## src/rtl/tap_transposed_mc.sv

```systemverilog
// Multi-channel transposed FIR tap.
// Two-stage pipeline with a per-channel coefficient bank.
module tap_transposed_mc #(
  parameter int DATA_WIDTH = 24,
  parameter int COEF_WIDTH = 24,
  parameter int FRAC_BITS  = 23,
  parameter int NUM_CH     = 2,
  parameter int ROUND      = 1,
  parameter int SATURATE   = 1,
  localparam int CW = (NUM_CH > 1) ? $clog2(NUM_CH) : 1
) (
  input  logic                  i_clk,
  input  logic                  i_rst_n,
  input  logic                  i_en,
  input  logic                  i_valid,
  input  logic [CW-1:0]         iv_ch,
  input  logic [DATA_WIDTH-1:0] iv_din,
  input  logic [DATA_WIDTH-1:0] iv_sum,
  input  logic                  i_coef_wr,
  input  logic [CW-1:0]         iv_coef_addr,
  input  logic [COEF_WIDTH-1:0] iv_coef,
  input  logic                  i_ovf_clr,
  output logic                  o_valid,
  output logic [CW-1:0]         ov_ch,
  output logic [DATA_WIDTH-1:0] ov_sum,
  output logic [DATA_WIDTH-1:0] ov_dout,
  output logic                  o_ovf
);

  localparam int PW  = DATA_WIDTH + COEF_WIDTH;
  localparam int FW  = PW + 2;
  localparam int RSH = (FRAC_BITS > 0) ? FRAC_BITS - 1 : 0;

  localparam logic [CW:0] NCH = (CW+1)'(NUM_CH);
  localparam logic signed [PW:0] ONE = 1;
  localparam logic signed [PW:0] RND =
    (ROUND != 0 && FRAC_BITS > 0) ? (ONE <<< RSH) : '0;
  localparam logic signed [FW-1:0] MAXV =
    {{(FW-DATA_WIDTH+1){1'b0}}, {(DATA_WIDTH-1){1'b1}}};
  localparam logic signed [FW-1:0] MINV =
    {{(FW-DATA_WIDTH+1){1'b1}}, {(DATA_WIDTH-1){1'b0}}};

  logic signed [COEF_WIDTH-1:0] coef_q [NUM_CH];
  logic signed [COEF_WIDTH-1:0] coef_d;

  logic signed [PW-1:0]         prod_q;
  logic signed [PW-1:0]         prod_d;
  logic [DATA_WIDTH-1:0]        din1_q;
  logic [DATA_WIDTH-1:0]        sum1_q;
  logic [CW-1:0]                ch1_q;
  logic                         v1_q;

  logic signed [PW:0]           rsum_d;
  logic signed [PW:0]           scaled_d;
  logic signed [FW-1:0]         full_d;
  logic                         ovf_d;
  logic [DATA_WIDTH-1:0]        res_d;

  logic                         valid_q;
  logic [CW-1:0]                ch_q;
  logic [DATA_WIDTH-1:0]        sum_q;
  logic [DATA_WIDTH-1:0]        dout_q;
  logic                         ovf_q;

  // Coefficient write port; out-of-range addresses are dropped.
  always_ff @(posedge i_clk or negedge i_rst_n) begin
    if (!i_rst_n) begin
      for (int i = 0; i < NUM_CH; i++) coef_q[i] <= '0;
    end else if (i_coef_wr && ({1'b0, iv_coef_addr} < NCH)) begin
      coef_q[iv_coef_addr] <= iv_coef;
    end
  end

  // Coefficient lookup and full-width product for stage 1.
  always_comb begin
    coef_d = coef_q[0];
    if ({1'b0, iv_ch} < NCH) coef_d = coef_q[iv_ch];
    prod_d = {{COEF_WIDTH{iv_din[DATA_WIDTH-1]}}, iv_din}
           * {{DATA_WIDTH{coef_d[COEF_WIDTH-1]}}, coef_d};
  end

  // Stage 1: product plus sample, partial sum and tags.
  always_ff @(posedge i_clk or negedge i_rst_n) begin
    if (!i_rst_n) begin
      prod_q <= '0;
      din1_q <= '0;
      sum1_q <= '0;
      ch1_q  <= '0;
      v1_q   <= 1'b0;
    end else if (i_en) begin
      prod_q <= prod_d;
      din1_q <= iv_din;
      sum1_q <= iv_sum;
      ch1_q  <= iv_ch;
      v1_q   <= i_valid;
    end
  end

  // Round, scale, accumulate and range-limit the stage-1 result.
  always_comb begin
    rsum_d   = {prod_q[PW-1], prod_q} + RND;
    scaled_d = rsum_d >>> FRAC_BITS;
    full_d   = {{(FW-PW-1){scaled_d[PW]}}, scaled_d}
             + {{(FW-DATA_WIDTH){sum1_q[DATA_WIDTH-1]}}, sum1_q};
    ovf_d    = (full_d > MAXV) || (full_d < MINV);
    res_d    = full_d[DATA_WIDTH-1:0];
    if (SATURATE != 0) begin
      if (full_d > MAXV) res_d = MAXV[DATA_WIDTH-1:0];
      else if (full_d < MINV) res_d = MINV[DATA_WIDTH-1:0];
    end
  end

  // Stage 2: registered outputs aligned to the result.
  always_ff @(posedge i_clk or negedge i_rst_n) begin
    if (!i_rst_n) begin
      valid_q <= 1'b0;
      ch_q    <= '0;
      sum_q   <= '0;
      dout_q  <= '0;
    end else if (i_en) begin
      valid_q <= v1_q;
      ch_q    <= ch1_q;
      sum_q   <= res_d;
      dout_q  <= din1_q;
    end
  end

  // Sticky overflow: a counted overflow beats a simultaneous clear.
  always_ff @(posedge i_clk or negedge i_rst_n) begin
    if (!i_rst_n) begin
      ovf_q <= 1'b0;
    end else if (i_en && v1_q && ovf_d) begin
      ovf_q <= 1'b1;
    end else if (i_ovf_clr) begin
      ovf_q <= 1'b0;
    end
  end

  assign o_valid = valid_q;
  assign ov_ch   = ch_q;
  assign ov_sum  = sum_q;
  assign ov_dout = dout_q;
  assign o_ovf   = ovf_q;

endmodule

```

## config.mk

```make
export PLATFORM = sky130hd
export DESIGN_NAME = tap_transposed_mc
export DESIGN_NICKNAME = d
export VERILOG_FILES = /design/src/rtl/tap_transposed_mc.sv
export SDC_FILE = /design/constraint.sdc
export NUM_CORES = 2
export LEC_CHECK = 0
export BUFFER_PORTS_ARGS = -buffer_cell sky130_fd_sc_hd__buf_2
export CAP_MARGIN = 40
export CORE_MARGIN = 2
export CORE_UTILIZATION = 55
export CTS_CLUSTER_DIAMETER = 30
export DETAILED_ROUTE_END_ITERATION = 7
export PLACE_DENSITY = 0.75
export RECOVER_POWER = 50
export SYNTH_ARGS = -nofsm -noshare
export SYNTH_HDL_FRONTEND = slang
export SYNTH_SLANG_ARGS = --single-unit
```

## constraint.sdc

```tcl
create_clock -name i_clk -period 7.67 [get_ports i_clk]
set_input_delay 1.534 -clock i_clk [delete_from_list [all_inputs] [get_ports i_clk]]
set_output_delay 1.534 -clock i_clk [all_outputs]
set_load 0.01 [all_outputs]
```

==> impl_metrics.py <==
metrics = {
    "critical_path": {
        "worstPathRequired_ns": 8.03,
        "start_kind": "input pin",
        "path_max_fanout": 6,
        "r2r_slack_ns": 0.62,
        "critPathLaunch": "iv_ch",
        "endpoint_kind": "flip-flop",
        "critPathArrivalTime_ns": 8.41,
        "rr_worst_depth": 23,
        "critPathKind": "input pin to flip-flop",
        "r2r-start": "coef_q[25]",
        "reg2reg_to": "prod_q[33]",
        "endpoint": "prod_q[33]",
    },
    "sta": {
        "setup_violations": 22,
        "period_minus_slack_ns": 8.05,
        "finalClockSkew_ns": 0.0196,
        "hold_viol_final": 0,
        "layout_setup_ws_ns": -0.375,
        "tns_ns": -4.63,
        "timing.fmax_mhz": 124,
        "tightest_slew_ns": 3.31,
        "timing.final.crit_share": 1.05,
        "relSlewSlack": -1.21,
        "rsz0062_at_grt": "true",
        "drv_slew": 119,
    },
    "clocking": {
        "cts_tree": "yes",
        "cts.sinks": 175,
        "clk_pin_slew_ns": 0.08,
        "clk_latency_ns": 0.49,
        "cts_root_buf": "clkbuf_16",
        "cts_buffer_depth": 2,
        "ctsHtreeMaxLevel": 4,
        "cts_made_buffers": 17,
    },
    "grt": {
        "grt_antenna_before_repair": 3,
        "grt.overflow.total": 0,
        "grt_usage": 0.295,
        "grt_max_degree": 64,
        "grt_pass1_vias": 24396,
        "grt_first_pass_wirelength_mm": 124,
    },
    "hold_path": {
        "hp-start": "ov_sum[22]",
        "hp-class": "flip-flop to flip-flop",
    },
    "logic_synthesis": {
        "yosysTopAreaCell": "fa_1",
        "synth_fp_nets": 3719,
        "yosys.area.top_type_share": 0.418,
        "async_flop_share": 1.00,
        "synth_area_leaders": "fa_1, dfrtp_1, inv_1, ha_1, mux2_2",
        "seq_area_frac_synth": 0.151,
        "synthFlopType": "dfrtp_1",
        "ys_ff_latch": 175,
        "synth_edf_count": 0,
        "syn-cell-area_um2": 29100,
        "synth_cells": 2875,
        "postSynthAreaPerCell_um2": 10.1,
        "synth_cell_types": 68,
        "yosys_warnings": 0,
    },
    "placed_design": {
        "finalWeightedCongestion": 0.893,
        "dp_hpwl_mm": 61.9,
        "port_buffers": 130,
    },
    "route": {
        "vias": 21420,
        "antenna_left": 0,
        "totalWireLength_mm": 74.6,
        "dr.pass1.iters": 5,
        "routedWlPerCell_um": 19.1,
        "dr.first_iter.drc_count": 1008,
        "vias_per_cell": 5.47,
        "drc": 0,
    },
    "floorplanning": {
        "io_pins": 131,
        "fp.dieW_um": 234,
        "die_h_um": 234,
        "rows": 84,
        "die-area_um2": 54700,
        "core_area_um2": 52400,
        "initial_core_util": 0.554,
    },
    "cells_and_area": {
        "finalNetCount": 4055,
        "final_cell_mix": "fa_1, inv_1, nand2_1",
        "ff_latch_area_um2": 4380,
        "syn_to_final_growth_pct": 17.8,
        "drive_above_1_share": 0.242,
        "layout_commonest_cell": "fa_1",
        "multi_input_area_um2": 22800,
        "n_fill_cell": 4033,
    },
    "run_status": {
        "violations": "max-capacitance violations, max-slew violations, negative setup slack",
        "status": "complete, but fails checks",
    },
    "run": {
        "drv_cap": 2,
    },
}
-- synth_stat cells, types with 21 or more instances --
library cell and instances:
a21o_1 31, and2_1 141, o21ai_0 28, fa_1 607, inv_1 599, dfrtp_1 175
mux2_2 155, ha_1 157, a21oi_1 57, nand2_1 314, nor2_1 58, xnor2_1 52
nor2b_1 132, nand2b_1 21, clkbuf_1 109
-- metrics by stage --
| stage | cells | setup slack, ns | instance area (um^2) | util | hold slack, ns |
|---|---|---|---|---|---|
| floorplan | 2875 | -0.643 | 29400 | - | 0.465 |
| global placement | 3840 | -0.842 | 32500 | 0.620 | 0.481 |
| detailed placement | 3845 | -0.993 | 32600 | 0.621 | 0.484 |
| CTS | 3906 | -0.313 | 34000 | 0.648 | 0.504 |
| global route | 3914 | -0.569 | 34200 | 0.653 | 0.515 |
| finish | 3914 | -0.375 | 34200 | 0.653 | 0.500 |
-- how the worst min path moves through the flow --
stage / to / slack [ns] / cells after the start
2_1_floorplan: o_valid / 0.47 / 2
3_3_place_gp: ov_sum[0] / 0.48 / 1
3_5_place_dp: ov_sum[8] / 0.48 / 1
4_1_cts: ov_sum[22] / 0.50 / 1
5_1_grt: ov_sum[1] / 0.52 / 1
6_report: ov_sum[22] / 0.50 / 1
-- cells by family (layout without fill, tap and decap cells) --
logic type / after synthesis / in the layout / synth area share
AND/OR/NAND/NOR: 746 / 746 / 0.128
adder cells (fa/ha/maj): 764 / 764 / 0.485
flip-flops: 175 / 175 / 0.151
AO/OA/AOI/OAI: 231 / 231 / 0.0571
buffers and inverters: 723 / 1071 / 0.0937
other: 0 / 2 / 0
XOR/XNOR: 72 / 72 / 0.0217
multiplexers: 164 / 165 / 0.0631
-- flip-flops by register name, indices dropped and copies added, names as in the netlist, 24 cells and up --
name     flops
coef_q      48
ov_sum      24
ov_dout     24
sum1_q      24
din1_q      24
prod_q      26
-- metal layers --
metal	vias to the layer above	global-route usage	share of wire
li1	9440	-	-
met5	-	0	0.00021
met1	11214	0.341	0.37
met4	2	0.154	0.059
met3	218	0.0430	0.040
met2	546	0.531	0.53
-- cell type report --
cell class                 count  area share
tap                          688      0.0251
antenna                        2    0.000146
timing repair buffer         440      0.0980
clock buffer                  18      0.0125
inverter                     599      0.0658
sequential                   175       0.128
multi-input combinational   1978       0.666
clock inverter                14     0.00442
-- worst max-delay path: stages --
cell	delay (ns)
buf_8	0.11
buf_12	0.14
buf_12	0.13
mux2_4	0.33
buf_6	0.14
and2_4	0.15
fa_1	0.49
inv_1	0.05
fa_1	0.49
inv_2	0.04
fa_1	0.60
fa_1	0.44
fa_1	0.52
fa_1	0.43
fa_1	0.56
ha_4	0.22
o21a_1	0.21
a21oi_2	0.19
o211ai_1	0.13
a311oi_2	0.28
a31oi_4	0.19
a211oi_4	0.33
buf_4	0.18
o21bai_4	0.07
xor2_1	0.14
mux2_2	0.28
-- what timing repair did --
item	4_1_cts	5_1_grt
pin swaps	104	61
cloned	3	0
setup buffers	28	10
setup endpoints to repair	22	26
resized for setup	136	69
hold buffers	0	0
Power is left out: the tool's default activity adds up to more than one toggle a clock period on the data nets, which glitch-free logic cannot reach.
